### config.mk
export PLATFORM = sky130hd
export DESIGN_NAME = scene_sequencer
export DESIGN_NICKNAME = d
export VERILOG_FILES = /design/src/rtl/scene_sequencer_pkg.sv /design/src/rtl/scene_sequencer_debounce.sv /design/src/rtl/scene_sequencer.sv
export SDC_FILE = /design/constraint.sdc
export NUM_CORES = 1
export LEC_CHECK = 0
export ABC_CLOCK_PERIOD_IN_PS = 1550
export CORE_MARGIN = 4
export CORE_UTILIZATION = 40
export DETAILED_ROUTE_END_ITERATION = 16
export DONT_BUFFER_PORTS = 1
export PLACE_DENSITY = 0.56
export SLEW_MARGIN = 20
export SYNTH_ARGS = -nofsm -noshare
export SYNTH_HDL_FRONTEND = slang
export SYNTH_SLANG_ARGS = --single-unit
### constraint.sdc
create_clock -name clk -period 1.55 [get_ports clk]
set_input_delay 0.31 -clock clk [delete_from_list [all_inputs] [get_ports clk]]
set_output_delay 0.31 -clock clk [all_outputs]
set_load 0.02 [all_outputs]
### src/rtl/scene_sequencer_pkg.sv
// Shared types and constants for the demo-scene playback controller.
package scene_pkg;

    typedef enum logic {
        GAP,
        PLAY
    } scene_fsm_t;

    localparam logic [1:0] SCENE_BLANK = 2'd0;
    localparam logic [1:0] SCENE_FIRST = 2'd1;
    localparam logic [1:0] SCENE_LAST  = 2'd3;

    localparam int FRAME_CNT_W = 10;

    // Scene order is 1 -> 2 -> 3 -> 1 ...; code 0 is reserved for blank.
    function automatic logic [1:0] next_scene_code(input logic [1:0] s);
        return (s == SCENE_LAST) ? SCENE_FIRST : s + 2'd1;
    endfunction

endpackage

### src/rtl/scene_sequencer_debounce.sv
// Push-button conditioner: 2-FF synchronizer, stability counter, registered
// one-cycle pulse on each accepted rising level.
module btn_debounce #(
    parameter int DEBOUNCE_CYCLES = 250000
) (
    input  logic clk,
    input  logic rst_n,
    input  logic btn_raw,
    output logic btn_pulse
);

    localparam int CNT_W = (DEBOUNCE_CYCLES < 2) ? 1 : $clog2(DEBOUNCE_CYCLES + 1);
    localparam logic [CNT_W-1:0] CNT_LAST = CNT_W'(DEBOUNCE_CYCLES - 1);

    logic             sync_1;
    logic             sync_2;
    logic             stable;
    logic             stable_d;
    logic [CNT_W-1:0] stable_cnt;

    always_ff @(posedge clk or negedge rst_n) begin
        if (!rst_n) begin
            sync_1 <= 1'b0;
            sync_2 <= 1'b0;
        end else begin
            sync_1 <= btn_raw;
            sync_2 <= sync_1;
        end
    end

    // A new level is accepted only after it has differed from the current
    // accepted level for DEBOUNCE_CYCLES consecutive cycles.
    always_ff @(posedge clk or negedge rst_n) begin
        if (!rst_n) begin
            stable     <= 1'b0;
            stable_cnt <= '0;
        end else if (sync_2 != stable) begin
            if (stable_cnt == CNT_LAST) begin
                stable     <= sync_2;
                stable_cnt <= '0;
            end else begin
                stable_cnt <= stable_cnt + 1'b1;
            end
        end else begin
            stable_cnt <= '0;
        end
    end

    always_ff @(posedge clk or negedge rst_n) begin
        if (!rst_n) begin
            stable_d  <= 1'b0;
            btn_pulse <= 1'b0;
        end else begin
            stable_d  <= stable;
            btn_pulse <= stable & ~stable_d;
        end
    end

endmodule

### src/rtl/scene_sequencer.sv
// Demo-scene playback controller: frame-counted scenes 1..3 separated by blank
// gaps. Optional debounced skip button is built only when SCENE_SKIP_EN is defined.
module scene_sequencer
    import scene_pkg::*;
#(
    parameter int FRAMES_PER_SCENE = 240,
    parameter int GAP_FRAMES       = 8,
    parameter int DEBOUNCE_CYCLES  = 250000
) (
    input  logic       clk,
    input  logic       rst_n,
    input  logic       vsync,
    input  logic       hold,
    input  logic       skip_btn,
    output logic [1:0] vga_state,
    output logic [1:0] audio_select,
    output logic       frame_tick,
    output logic       gap_active
);

    localparam logic [FRAME_CNT_W-1:0] GAP_LAST  = FRAME_CNT_W'(GAP_FRAMES - 1);
    localparam logic [FRAME_CNT_W-1:0] PLAY_LAST = FRAME_CNT_W'(FRAMES_PER_SCENE - 1);

    scene_fsm_t             state;
    scene_fsm_t             next_state;
    logic [1:0]             scene;
    logic [1:0]             next_scene;
    logic [FRAME_CNT_W-1:0] frame_cnt;
    logic [FRAME_CNT_W-1:0] next_cnt;
    logic                   vsync_q;
    logic                   skip_pulse;
    logic                   count_en;

`ifdef SCENE_SKIP_EN
    btn_debounce #(
        .DEBOUNCE_CYCLES(DEBOUNCE_CYCLES)
    ) u_skip_debounce (
        .clk      (clk),
        .rst_n    (rst_n),
        .btn_raw  (skip_btn),
        .btn_pulse(skip_pulse)
    );
`else
    localparam int DEBOUNCE_CYCLES_UNUSED = DEBOUNCE_CYCLES;
    logic skip_btn_unused;
    assign skip_btn_unused = skip_btn;
    assign skip_pulse      = 1'b0;
`endif

    // Falling edge of the active-low vsync marks the start of a frame.
    always_ff @(posedge clk or negedge rst_n) begin
        if (!rst_n) begin
            vsync_q    <= 1'b1;
            frame_tick <= 1'b0;
        end else begin
            vsync_q    <= vsync;
            frame_tick <= vsync_q & ~vsync;
        end
    end

    always_ff @(posedge clk or negedge rst_n) begin
        if (!rst_n) begin
            state     <= GAP;
            scene     <= SCENE_FIRST;
            frame_cnt <= '0;
        end else begin
            state     <= next_state;
            scene     <= next_scene;
            frame_cnt <= next_cnt;
        end
    end

    // Skip and final tick share one transition term, so a coincident pair
    // advances the scene only once; hold blocks both.
    always_comb begin
        next_state = state;
        next_scene = scene;
        next_cnt   = frame_cnt;
        count_en   = frame_tick && !hold;
        case (state)
            GAP: begin
                if (count_en && frame_cnt == GAP_LAST) begin
                    next_state = PLAY;
                    next_cnt   = '0;
                end else if (count_en) begin
                    next_cnt = frame_cnt + 1'b1;
                end
            end
            PLAY: begin
                if (!hold && (skip_pulse || (frame_tick && frame_cnt == PLAY_LAST))) begin
                    next_state = GAP;
                    next_scene = next_scene_code(scene);
                    next_cnt   = '0;
                end else if (count_en) begin
                    next_cnt = frame_cnt + 1'b1;
                end
            end
            default: begin
                next_state = GAP;
                next_cnt   = '0;
            end
        endcase
    end

    always_comb begin
        vga_state    = SCENE_BLANK;
        audio_select = SCENE_BLANK;
        gap_active   = 1'b1;
        if (state == PLAY) begin
            vga_state    = scene;
            audio_select = scene;
            gap_active   = 1'b0;
        end
    end

endmodule
# ---- Word-level counts from Yosys, hierarchy flattened
# Index checks and enable logic that the tools add are counted.
dict set report word_totals {
  ff_bits 15
  out_inout_bits 6
  wordCells 29
}
dict set report op_classes {
  add_sub_neg 2
  eq_ne 3
  mux 10
  n_bitwise 3
  reduce_logical 6
}
# operator n
set ops {}
lappend ops {{10-bit 2-to-1 mux} 3}
lappend ops {{10-bit one-hot mux with 2 select lines} 1}
lappend ops {{10-bit by 1-bit adder with 10-bit output, second input constant} 1}
lappend ops {{10-bit by 3-bit equality test with 1-bit output, second input constant} 1}
lappend ops {{10-bit by 8-bit equality test with 1-bit output, second input constant} 1}
lappend ops {{1-bit logical AND} 4}
lappend ops {{2-bit 2-to-1 mux} 2}
lappend ops {{1-bit 2-to-1 mux} 3}
lappend ops {{2-bit by 1-bit adder with 2-bit output, second input constant} 1}
lappend ops {{2-bit equality test, second input constant} 1}
lappend ops {{1-bit inverter} 2}
lappend ops {{1-bit one-hot mux with 2 select lines} 1}
lappend ops {{2-bit AND reduction} 1}
lappend ops {{1-bit AND} 1}
lappend ops {{1-bit zero test} 1}

# ---- Logic depth before layout (Yosys ltp)
# Gate-level depths: netlist of run 1.
dict set report depth {
  ltp_word 5
  depth_mapped 5
}

# ---- Worst setup path after synthesis of run 1
# No wires, ideal clock.
dict set report synth_timing {
  path_kind {reg2reg}
  from {register frame_cnt[6]}
  to {register frame_cnt[0]}
  arrival_ns 1.503
  required_time_ns 1.426
  slack_ns -0.078
  path_stages_with_launch 5
  n_path_buf 0
  synth_period_minus_slack_ns 1.628
  path_cell_list {dfrtp_1 -> or4_1 -> or3_4 -> a21oi_4 -> nor2_1}
}
dict set report synth_between {
  elab_chain_len 5
  word_cells_on_any_way 8
  classes_between {eq/ne (2); mux (3); reduce/logical (3)}
}
# item line
set synth_rtl {}
lappend synth_rtl {{start, declared} scene_sequencer.sv:28} ;# logic [FRAME_CNT_W-1:0] frame_cnt;
lappend synth_rtl {{start signal, assigned} scene_sequencer.sv:69} ;# frame_cnt <= next_cnt;
lappend synth_rtl {{10-bit by 8-bit equality test with 1-bit output} scene_sequencer.sv:90} ;# if (!hold && (skip_pulse || (frame_tick && frame_cnt == PLAY_LAST))) begin
lappend synth_rtl {{1-bit logical AND (2 in a row)} scene_sequencer.sv:90}
lappend synth_rtl {{10-bit 2-to-1 mux} scene_sequencer.sv:90}
lappend synth_rtl {{10-bit one-hot mux with 2 select lines *} scene_sequencer.sv:80} ;# case (state)
lappend synth_rtl {{net next_cnt[0]} scene_sequencer.sv:29} ;# logic [FRAME_CNT_W-1:0] next_cnt;
# Mark *: on every way through the listed nets, which the timed path passes. The rest lies on a longest branch.
# A chain may end at the register's enable or synchronous reset.

# ---- Final worst setup path of run 1
dict set report layout_timing {
  from {register frame_cnt[6]}
  to {register frame_cnt[6]}
}
dict set report layout_between {
  elab_chain_len 5
  word_cells_on_any_way 10
  classes_between {add/sub (1); eq/ne (2); mux (4); reduce/logical (3)}
}
# item line
set layout_rtl {}
lappend layout_rtl {{parallel branches: the longest is 4 deep, another holds 10-bit by 1-bit adder with 10-bit output} n/a}
lappend layout_rtl {{10-bit one-hot mux with 2 select lines *} scene_sequencer.sv:80}
lappend layout_rtl {{net next_cnt[6]} scene_sequencer.sv:29}
# Mark *: on every way through the listed nets, which the timed path passes.

==> impl_results.rst, run 1 <==
.. list-table::
   :header-rows: 1

   * - Metric
     - Value
   * - Clock insertion delay at the later pin of the skew report
     - 0.29 ns
   * - Max Cap Viol
     - 0
   * - Number of antenna violations at the first check in global routing
     - 0
   * - Most common library cell in the layout ignoring fill and taps
     - sky130_fd_sc_hd__dfrtp_1
   * - Die width
     - 50.71 µm
   * - Synthesized instance count
     - 69
   * - Top library cells by usage in the layout, fill and taps aside
     - 13 x sky130_fd_sc_hd__dfrtp_1, 10 x sky130_fd_sc_hd__nor2_1, 10 x sky130_fd_sc_hd__buf_4
   * - Final Core Density
     - 50.51%
   * - Wire length of the first global-routing pass
     - 2311 µm
   * - Placer's final routability congestion estimate
     - 0.7234
   * - Clock tree from TritonCTS
     - done
   * - Met3 routing resource usage after global routing
     - 3.561%
   * - Number of nets at the end of the flow
     - 91
   * - Worst slew pin tran
     - 0.6700 ns
   * - Register cell area after layout
     - 377.9 µm²
   * - Largest area contributor in the netlist
     - sky130_fd_sc_hd__dfrtp_1
   * - Total power after layout
     - 0.8973 mW
   * - Post-detailed-placement cell area
     - 820.8 µm²
   * - Pins over their slew limit
     - 0
   * - Unrepaired setup endpoints after global routing
     - true
   * - Final number of setup-violating endpoints
     - 7
   * - Worst IR drop on VDD
     - 636.8 µV
   * - Global routing's busiest layer
     - met2
   * - Proportion of netlist area held by the largest area contributor
     - 44.60%
   * - Inserted Clock Buffers
     - 3
   * - Rel. slew slack
     - 55.19%
   * - CP Capture Type
     - flop
   * - Standard cell core area
     - 1727 µm²
   * - Multi-input gate area in the final layout
     - 334.1 µm²
   * - Via count of the first global-routing pass
     - 524
   * - Category of the critical setup timing path
     - flop to flop
   * - Final worst slack
     - -0.1381 ns
   * - Critical Path RT
     - 1.72 ns
   * - Total Die Area
     - 2571 µm²
   * - Row count
     - 15
   * - Number of distinct library cells after synthesis
     - 27
   * - Final ANT Viol Nets
     - 0
   * - Warnings from Yosys
     - 0
   * - Final critical-path required period
     - 1.688 ns
   * - GR met1 Demand/Resource
     - 16.14%
   * - Post-synthesis net count
     - 76
   * - Root buffer cell
     - sky130_fd_sc_hd__clkbuf_4
   * - Average size of a mapped cell
     - 10.57 µm²
   * - Final Cell Area
     - 872.1 µm²
   * - Sequential area share after synthesis
     - 51.80%
   * - Count of buffers added by post-CTS timing repair for setup
     - 0
   * - Diode count
     - 0
   * - Final hold viol count
     - 0
   * - Fraction of layout cells with a size suffix above 1
     - 26.51%
   * - Average routed wire per standard cell
     - 12.06 µm
   * - Final wirelength
     - 1303 µm
   * - First-pass detailed-route iteration total
     - 2
   * - Port buffer count
     - 0
   * - Initial standard-cell utilization of the core
     - 42.25%
   * - Synthesis-to-finish area growth
     - 19.55%
   * - Vert. Die Dim
     - 50.71 µm
   * - Failing checks
     - setup timing
   * - Synthesized area
     - 729.5 µm²
   * - Clock buffer depth
     - 2
   * - Share of the cycle needed by the critical path after routing
     - 108.9%
   * - CTS H-Tree Depth
     - 1
   * - Total number of clock tree sinks
     - 15
   * - Launching element type of the critical path
     - flop
   * - Static leakage power
     - 0.3858 nW
   * - Clock tree skew after final layout
     - 0.01091 ns
   * - Drt drc
     - 0
   * - Hpwl dp
     - 965.9 µm
   * - Pwr per Cell Area
     - 1029 nW/µm²
   * - Placement Setup Slack
     - -0.1865 ns
   * - Global-route track usage on met2
     - 18.70%
   * - Max FO, Critical Path
     - 7
   * - Clock transition at the registers of the reported paths
     - 0.10 ns
   * - Routed via count divided by cell count
     - 4.787
   * - Boundary pin count
     - 11
   * - Non-filler cells in the finished layout
     - 108
   * - Iteration-0 DRC count of the detailed router
     - 1
   * - F_max
     - 592.4 MHz
   * - GR Overflow Total
     - 0
   * - Type of the tightest min-delay check
     - input port to flop
   * - Total via count in the routed design
     - 517
   * - Cell total after placement
     - 102
   * - Maximum number of pins on one net before global-route repair
     - 16
   * - Global-route usage over all layers
     - 12.30%
   * - Status
     - finished with violations
   * - Largest cells by area after synthesis
     - sky130_fd_sc_hd__dfrtp_1 45%, sky130_fd_sc_hd__xnor2_1 8.4%, sky130_fd_sc_hd__dfstp_2 7.2%, sky130_fd_sc_hd__nor2_1 5.1%, sky130_fd_sc_hd__nand2_1 3.6%
   * - # fillers
     - 171
   * - Arrival time reported for the critical path endpoint
     - 1.86 ns
   * - Register bit total from synthesis
     - 15
Yosys cell counts (all sizes together):
cell and instances:
buf 2, nor2b 2, nor2 10, nand2b 1, a21oi 2, o31a 1, xor2 2, o21ai 1
or4 2, or3 1, nand2 7, inv 2, nand4 2, nand3 3, nor3 1, and2 1
ha 2, dfrtp 13, nor4 1, and3 2, xnor2 7, o31ai 1, mux2i 1, dfstp 2
logic make-up after synthesis:
| group | after synthesis | share of synthesized area, % |
|---|---|---|
| xor+xnor | 9 | 10.81 |
| fa+ha+maj | 2 | 3.430 |
| simple gates | 33 | 23.50 |
| buf+inv | 4 | 3.087 |
| compound gates | 5 | 6.003 |
| mux | 1 | 1.372 |
| flops | 15 | 51.80 |
sequential cells by signal, indices dropped and copies added (netlist names):
| name | count |
|---|---|
| frame_cnt | 10 |
| frame_tick | 1 |
| scene | 2 |
| state | 1 |
| vsync_q | 1 |
metrics by stage:
step | hold WS (ns) | setup TNS (ns)
3_3_place_gp | 0.01479 | -1.206
2_1_floorplan | 0.01441 | -0.5354
3_5_place_dp | 0.01484 | -1.274
4_1_cts | 0.001060 | -1.206
5_1_grt | 0.04825 | -1.589
6_report | 0.06850 | -0.8990
metal layers:
layer,vias up,wire [µm],share of wire (%)
li1,258,-,-
met1,249,635,49
met2,8,600,46
met3,2,52,4.0
met4,0,14,1.1
met5,-,0,0
area by class of cell:
cell class | count | share of cell area (%)
Clock buffer | 4 | 3.013
Inverter | 2 | 0.8608
Multi-Input combinational cell | 50 | 38.31
Sequential cell | 15 | 43.33
Tap cell | 25 | 3.587
Timing Repair Buffer | 12 | 10.90
what timing repair did:
item / CTS / global route
setup endpoints to repair: 7 / 10
hold buffers: 1 / 1
gates resized for setup: 1 / 1
endpoints found under the hold margin: 15 / 1
pin swaps: 5 / 2
worst max-delay path, stage by stage (launching register included):
cell and delay, ns:
sky130_fd_sc_hd__dfrtp_1 0.38, sky130_fd_sc_hd__or4_4 0.54, sky130_fd_sc_hd__or3_4 0.35, sky130_fd_sc_hd__a21oi_4 0.23
sky130_fd_sc_hd__nor2_1 0.08
final timing paths:
| kind | slack, ns | to | start | cells past startpoint |
|---|---|---|---|---|
| worst max-delay path | -0.14 | frame_cnt[6]$_DFF_PN0_ | frame_cnt[6]$_DFF_PN0_ | 4 |
| worst min-delay path | 0.07 | frame_tick$_DFF_PN0_ | vsync | 1 |
| worst max register to register | -0.14 | frame_cnt[6]$_DFF_PN0_ | frame_cnt[6]$_DFF_PN0_ | 4 |
| worst min register to register | 0.49 | frame_cnt[9]$_DFF_PN0_ | frame_cnt[9]$_DFF_PN0_ | 1 |
| max in group asynchronous | 0.63 | frame_cnt[3]$_DFF_PN0_ | rst_n | 1 |
| min in group asynchronous | 0.49 | scene[1]$_DFFE_PN0P_ | rst_n | 1 |
power breakdown:
part / internal (mW) / switching, mW / total (mW)
Clock: 0.100 / 0.129 / 0.229
Combinational: 0.0930 / 0.0821 / 0.175
Sequential: 0.446 / 0.0471 / 0.493
No activity file was read; power rests on OpenSTA's default activity.
==> inputs of run 2 (changes only) <==
--- a/config.mk
+++ b/config.mk
@@ -5,6 +5,7 @@
 export SDC_FILE = /design/constraint.sdc
 export NUM_CORES = 1
 export LEC_CHECK = 0
+export ABC_AREA = 1
 export ABC_CLOCK_PERIOD_IN_PS = 1550
 export CORE_MARGIN = 4
 export CORE_UTILIZATION = 40
==> impl_results.rst, run 2 <==
.. list-table::
   :header-rows: 1

   * - Metric
     - Value
   * - Global routing's busiest layer
     - met2
   * - Leading registers by flop count
     - frame_cnt x10, scene x2
   * - Sequential area share after synthesis
     - 41.66%
   * - Synthesized area
     - 907.1 µm²
   * - Total via count in the routed design
     - 694
   * - Leading cell types by count after synthesis
     - 35 x sky130_fd_sc_hd__nand2_1, 24 x sky130_fd_sc_hd__inv_1, 13 x sky130_fd_sc_hd__dfrtp_1
   * - F_max
     - 679.8 MHz
   * - Warnings from Yosys
     - 0
   * - Standard cell core area
     - 2062 µm²
   * - Number of nets at the end of the flow
     - 133
   * - Final ANT Viol Nets
     - 0
   * - Clock tree skew after final layout
     - 0.005036 ns
   * - Synthesis-to-finish area growth
     - 8.000%
   * - # fillers
     - 200
   * - Arrival time reported for the critical path endpoint
     - 1.16 ns
   * - Met3 routing resource usage after global routing
     - 4.872%
   * - Type of the tightest min-delay check
     - input port to flop
   * - Routed via count divided by cell count
     - 4.566
   * - Count leader, synth
     - sky130_fd_sc_hd__nand2_1
   * - Post-synthesis simple-gate area fraction
     - 38.21%
   * - Vert. Die Dim
     - 55.62 µm
   * - Final Core Density
     - 47.51%
   * - Most common library cell in the layout ignoring fill and taps
     - sky130_fd_sc_hd__nand2_1
   * - Diode count
     - 0
   * - Synthesized instance count
     - 121
   * - Post-synthesis xor/xnor area fraction
     - 1.931%
   * - Non-filler cells in the finished layout
     - 152
   * - Status
     - completed
   * - Global-route usage over all layers
     - 11.42%
   * - Row count
     - 16
   * - Average size of a mapped cell
     - 7.497 µm²
   * - Largest cells by area after synthesis
     - sky130_fd_sc_hd__dfrtp_1 36%, sky130_fd_sc_hd__nand2_1 14%, sky130_fd_sc_hd__inv_1 9.9%, sky130_fd_sc_hd__dfstp_2 5.8%, sky130_fd_sc_hd__nor2_1 5.0%
   * - CTS H-Tree Depth
     - 1
   * - Initial standard-cell utilization of the core
     - 43.99%
   * - Pins over their slew limit
     - 0
   * - Final hold viol count
     - 0
   * - Fraction of layout cells with a size suffix above 1
     - 15.20%
   * - Final critical-path required period
     - 1.471 ns
   * - Root buffer cell
     - sky130_fd_sc_hd__clkbuf_4
   * - Register with the most flip-flops
     - frame_cnt
   * - Post-synthesis net count
     - 128
   * - Via count of the first global-routing pass
     - 649
   * - Clock insertion delay at the later pin of the skew report
     - 0.29 ns
   * - Average routed wire per standard cell
     - 10.18 µm
   * - Worst IR drop on VDD
     - 675.9 µV
   * - Total number of clock tree sinks
     - 15
   * - Number of antenna violations at the first check in global routing
     - 0
   * - Adder-cell share of the synthesized area
     - 2.759%
   * - Wire length of the first global-routing pass
     - 2766 µm
   * - GR Overflow Total
     - 0
   * - Maximum number of pins on one net before global-route repair
     - 16
   * - Worst slew pin tran
     - 0.6877 ns
   * - Main combinational cell family by area after synthesis
     - simple AND/OR/NAND/NOR gates
   * - Max FO, Critical Path
     - 3
   * - Drt drc
     - 0
   * - Clock transition at the registers of the reported paths
     - 0.10 ns
   * - Clock buffer depth
     - 2
   * - Unrepaired setup endpoints after global routing
     - false
   * - Global-route track usage on met2
     - 16.89%
   * - Register bit total from synthesis
     - 15
   * - Static leakage power
     - 0.5255 nW
   * - Max Cap Viol
     - 0
   * - Clock tree from TritonCTS
     - done
   * - Total Die Area
     - 3094 µm²
   * - Category of the critical setup timing path
     - flop to output pin
   * - Number of distinct library cells after synthesis
     - 21
   * - Placer's final routability congestion estimate
     - 0.8492
   * - GR met1 Demand/Resource
     - 14.29%
   * - Multiplexer share of the synthesized area
     - 0%
   * - Boundary pin count
     - 11
   * - Inserted Clock Buffers
     - 3
   * - Total Negative Setup Slacks
     - 0 ns
   * - Rel. slew slack
     - 54.00%
   * - Count of flip-flops with a built-in enable after synthesis
     - 0
   * - Post-synth ARST share
     - 100.0%
   * - Iteration-0 DRC count of the detailed router
     - 13
   * - Critical Path RT
     - 1.24 ns
   * - Final number of setup-violating endpoints
     - 0
   * - Largest area contributor in the netlist
     - sky130_fd_sc_hd__dfrtp_1
   * - First-pass detailed-route iteration total
     - 4
   * - Share of the cycle needed by the critical path after routing
     - 94.91%
   * - Hpwl dp
     - 1173 µm
   * - Max FFs per register
     - 10
   * - CP Capture Type
     - output pin
   * - Area fraction in compound gates after synthesis
     - 2.897%
   * - Ys flop type
     - sky130_fd_sc_hd__dfrtp_1
   * - Port buffer count
     - 0
   * - Top library cells by usage in the layout, fill and taps aside
     - 35 x sky130_fd_sc_hd__nand2_1, 24 x sky130_fd_sc_hd__inv_1, 12 x sky130_fd_sc_hd__nor2_1, 12 x sky130_fd_sc_hd__dfrtp_1
   * - Cell total after placement
     - 146
   * - Proportion of netlist area held by the largest area contributor
     - 35.86%
   * - Pwr per Cell Area
     - 1130 nW/µm²
   * - Launching element type of the critical path
     - flop
   * - Die width
     - 55.62 µm
   * - Final wirelength
     - 1548 µm
-- run 2: cell count changes in the layout (fill, tap and decap cells not counted), sizes merged, moves of 4 or more --
cell   before  now
inv         2   25
nor2       10   16
nand2       7   39
nand4       2    6
nand3       3    7
xnor2       7    0
buf        10    1
-- run 2: area by class of cell --
class | instances | area, µm² | share of cell area [%]
sequential | 15 | 379.1 | 38.70
clock inverter | 1 | 7.507 | 0.7663
clock buffer | 3 | 22.52 | 2.299
inverter | 25 | 93.84 | 9.579
timing repair buffer | 3 | 27.53 | 2.810
multi-input combinational | 78 | 415.4 | 42.40
tap | 27 | 33.78 | 3.448
-- run 2: worst paths after layout --
check,from,endpoint,slack (ns),depth (start not counted)
max in group asynchronous,rst_n,state$_DFF_PN0_,0.58,1
worst min register to register,vsync_q$_DFF_PN1_,frame_tick$_DFF_PN0_,0.46,2
min in group asynchronous,rst_n,frame_cnt[2]$_DFF_PN0_,0.49,1
worst min-delay path,vsync,frame_tick$_DFF_PN0_,0.06,1
worst max register to register,frame_cnt[0]$_DFF_PN0_,frame_cnt[0]$_DFF_PN0_,0.18,8
worst max-delay path,scene[0]$_DFFE_PN1P_,vga_state[0],0.08,2
-- run 2: layer usage --
layer  vias to the layer above  part of all wire (%)
met5                         -                     0
met4                         0                   1.7
met3                         5                   3.6
met2                         8                    44
met1                       309                    51
li1                        372                     -
-- run 2: power breakdown --
part | internal (mW) | switching [mW] | total (mW) | leakage, nW
Clock | 0.0983 | 0.140 | 0.238 | 0.0139
Combinational | 0.120 | 0.198 | 0.318 | 0.337
Sequential | 0.468 | 0.0831 | 0.551 | 0.175
Total | 0.687 | 0.421 | 1.11 | 0.525
-- run 2: logic make-up after synthesis --
group | count (synthesis)
and+or+nand+nor | 70
xor gates and xnor gates | 2
DFF | 15
AOI/OAI and AO/OA | 4
buffers and inverters | 28
adders and majority gates | 2
-- run 2: per-stage QoR --
stage	worst slack (ns)	power [mW]	hold WS (ns)	area, µm²
5_1_grt	0.01603	1.209	0.01784	979.7
3_5_place_dp	0.1738	0.8643	0.01497	928.4
2_1_floorplan	0.3315	0.8032	0.01441	907.1
4_1_cts	0.03910	1.124	0.04676	978.4
3_3_place_gp	0.1750	0.8584	0.01484	928.4
6_report	0.07891	1.107	0.05996	979.7
-- run 2: critical path: stages, from the launching register on --
cell                      delay [ns]
sky130_fd_sc_hd__dfstp_2        0.55
sky130_fd_sc_hd__nand2_1        0.05
sky130_fd_sc_hd__inv_1          0.26
-- run 2: repair_timing --
item,4_1_cts,5_1_grt
hold buffers,2,0
gates resized for setup,0,1
endpoints found under the hold margin,16,0
setup buffers,0,0
setup endpoints to repair,0,4
==> inputs of run 3 (changes only) <==
--- a/config.mk
+++ b/config.mk
@@ -11,6 +11,7 @@
 export CORE_UTILIZATION = 40
 export DETAILED_ROUTE_END_ITERATION = 16
 export DONT_BUFFER_PORTS = 1
+export HOLD_SLACK_MARGIN = 0.12
 export PLACE_DENSITY = 0.56
 export SLEW_MARGIN = 20
 export SYNTH_ARGS = -nofsm -noshare
==> impl_results.rst, run 3 (synthesized netlist as in run 2, its figures left out) <==
.. list-table::
   :header-rows: 1

   * - Metric
     - Value
   * - Vert. Die Dim
     - 55.62 µm
   * - GR Overflow Total
     - 0
   * - Synthesis-to-finish area growth
     - 8.000%
   * - Type of the tightest min-delay check
     - input port to flop
   * - Root buffer cell
     - sky130_fd_sc_hd__clkbuf_4
   * - Status
     - completed
   * - Worst path cell trace
     - nand2_1, inv_1
   * - Max FO, Critical Path
     - 3
   * - Iteration-0 DRC count of the detailed router
     - 13
   * - Max FFs per register
     - 10
   * - Diode count
     - 0
   * - Average routed wire per standard cell
     - 10.15 µm
   * - Max Cap Viol
     - 0
   * - Wire length of the first global-routing pass
     - 2773 µm
   * - Unrepaired setup endpoints after global routing
     - false
   * - Total via count in the routed design
     - 694
   * - Clock buffer depth
     - 2
   * - F_max
     - 680.5 MHz
   * - Static leakage power
     - 0.5255 nW
   * - Placer's final routability congestion estimate
     - 0.8492
   * - Share of the cycle needed by the critical path after routing
     - 94.81%
   * - Total Die Area
     - 3094 µm²
   * - CP top delay family
     - flip-flops
   * - Drt drc
     - 0
   * - Total Negative Setup Slacks
     - 0 ns
   * - Final hold viol count
     - 0
   * - Worst hold stages
     - 4
   * - Cell depth of the worst flop-to-flop path
     - 8
   * - Pwr per Cell Area
     - 1130 nW/µm²
   * - Maximum number of pins on one net before global-route repair
     - 16
   * - Category of the critical setup timing path
     - flop to output pin
   * - Levels on crit path
     - 2
   * - Clock transition at the registers of the reported paths
     - 0.10 ns
   * - Most common library cell in the layout ignoring fill and taps
     - sky130_fd_sc_hd__nand2_1
   * - Final number of setup-violating endpoints
     - 0
   * - Top library cells by usage in the layout, fill and taps aside
     - 35 x sky130_fd_sc_hd__nand2_1, 24 x sky130_fd_sc_hd__inv_1, 12 x sky130_fd_sc_hd__nor2_1, 12 x sky130_fd_sc_hd__dfrtp_1
   * - Global-route usage over all layers
     - 11.42%
   * - Hpwl dp
     - 1173 µm
   * - Arrival time reported for the critical path endpoint
     - 1.16 ns
   * - Via count of the first global-routing pass
     - 652
   * - Crit path largest cell delay
     - 0.55 ns
   * - Final critical-path required period
     - 1.470 ns
   * - Buffers plus inverters on the worst setup path
     - 1
   * - Die width
     - 55.62 µm
   * - CTS H-Tree Depth
     - 1
   * - Worst IR drop on VDD
     - 675.9 µV
   * - Initial standard-cell utilization of the core
     - 43.99%
   * - Boundary pin count
     - 11
   * - Total number of clock tree sinks
     - 15
   * - Number of nets at the end of the flow
     - 133
   * - Standard cell core area
     - 2062 µm²
   * - Rel. slew slack
     - 54.06%
   * - Clock insertion delay at the later pin of the skew report
     - 0.29 ns
   * - Leading registers by flop count
     - frame_cnt x10, scene x2
   * - Routed via count divided by cell count
     - 4.566
   * - Critical Path RT
     - 1.24 ns
   * - Slowest cell on the critical path
     - sky130_fd_sc_hd__dfstp_2
   * - Total power after layout
     - 1.107 mW
   * - Clock tree skew after final layout
     - 0.004856 ns
   * - Port buffer count
     - 0
   * - Inserted Clock Buffers
     - 3
   * - Worst slew pin tran
     - 0.6869 ns
   * - First-pass detailed-route iteration total
     - 4
   * - Number of antenna violations at the first check in global routing
     - 0
   * - Launching element type of the critical path
     - flop
   * - Pins over their slew limit
     - 0
   * - Final ANT Viol Nets
     - 0
   * - Row count
     - 16
   * - CP Capture Type
     - output pin
   * - Fraction of layout cells with a size suffix above 1
     - 15.20%
   * - Clock tree from TritonCTS
     - done
   * - Register with the most flip-flops
     - frame_cnt
   * - Final wirelength
     - 1543 µm
run 3: cell counts in the layout (fill, tap and decap cells not counted):
Identical to the previous run, type by type.
run 3: final timing paths:
kind / startpoint / slack [ns] / to
min in group asynchronous: rst_n / 0.49 / frame_cnt[2]$_DFF_PN0_
max in group asynchronous: rst_n / 0.58 / state$_DFF_PN0_
setup reg to reg: frame_cnt[0]$_DFF_PN0_ / 0.18 / frame_cnt[0]$_DFF_PN0_
setup / recovery: scene[0]$_DFFE_PN1P_ / 0.08 / vga_state[0]
hold / removal: hold / 0.35 / frame_cnt[2]$_DFF_PN0_
hold reg to reg: vsync_q$_DFF_PN1_ / 0.46 / frame_tick$_DFF_PN0_
run 3: through the flow:
step	instances	cell area, µm²	hold slack, ns	setup WS [ns]	util (%)
floorplan	121	907.1	0.01441	0.3315	-
global placement	146	928.4	0.01484	0.1750	45.02
detailed placement	146	928.4	0.01497	0.1738	45.02
CTS	152	978.4	0.3456	0.03910	47.45
global route	152	979.7	0.3598	0.01604	47.51
finish	152	979.7	0.3536	0.08042	47.51
run 3: power by group:
part / switching, mW / internal [mW]
Sequential: 0.0831 / 0.468
Clock: 0.140 / 0.0983
Combinational: 0.198 / 0.120
Total: 0.421 / 0.687
run 3: area by class of cell:
| type | count | area [µm²] |
|---|---|---|
| clock buffer | 3 | 22.52 |
| clock inverter | 1 | 7.507 |
| fill | 200 | 1082 |
| inverter | 25 | 93.84 |
| multi-input combinational | 78 | 415.4 |
| sequential | 15 | 379.1 |
| tap | 27 | 33.78 |
| timing repair buffer | 3 | 27.53 |
run 3: worst reg2reg max path, stage by stage (launching register included):
cell and delay (ns):
sky130_fd_sc_hd__dfrtp_1 0.40, sky130_fd_sc_hd__ha_1 0.18, sky130_fd_sc_hd__nand2_1 0.11, sky130_fd_sc_hd__inv_1 0.10, sky130_fd_sc_hd__nand2_2 0.07, sky130_fd_sc_hd__nor2_4 0.13, sky130_fd_sc_hd__nand3_4 0.11, sky130_fd_sc_hd__nand2_4 0.12
sky130_fd_sc_hd__nor2_1 0.05
run 3: routing by layer:
metal / up-vias / wire length, µm / part of all wire, % / track usage, %
met2: 8 / 685 / 44 / 16.89
met3: 5 / 55 / 3.6 / 4.872
met4: 0 / 27 / 1.7 / 5.208
met1: 310 / 774 / 50 / 14.29
met5: - / 0 / 0 / 0
li1: 371 / - / - / -
run 3: repair_timing:
action	4_1_cts	5_1_grt
hold buffers	2	0
gates resized for setup	0	1
setup endpoints to repair	0	4
buffers inserted	0	0
hold endpoints to repair	17	0
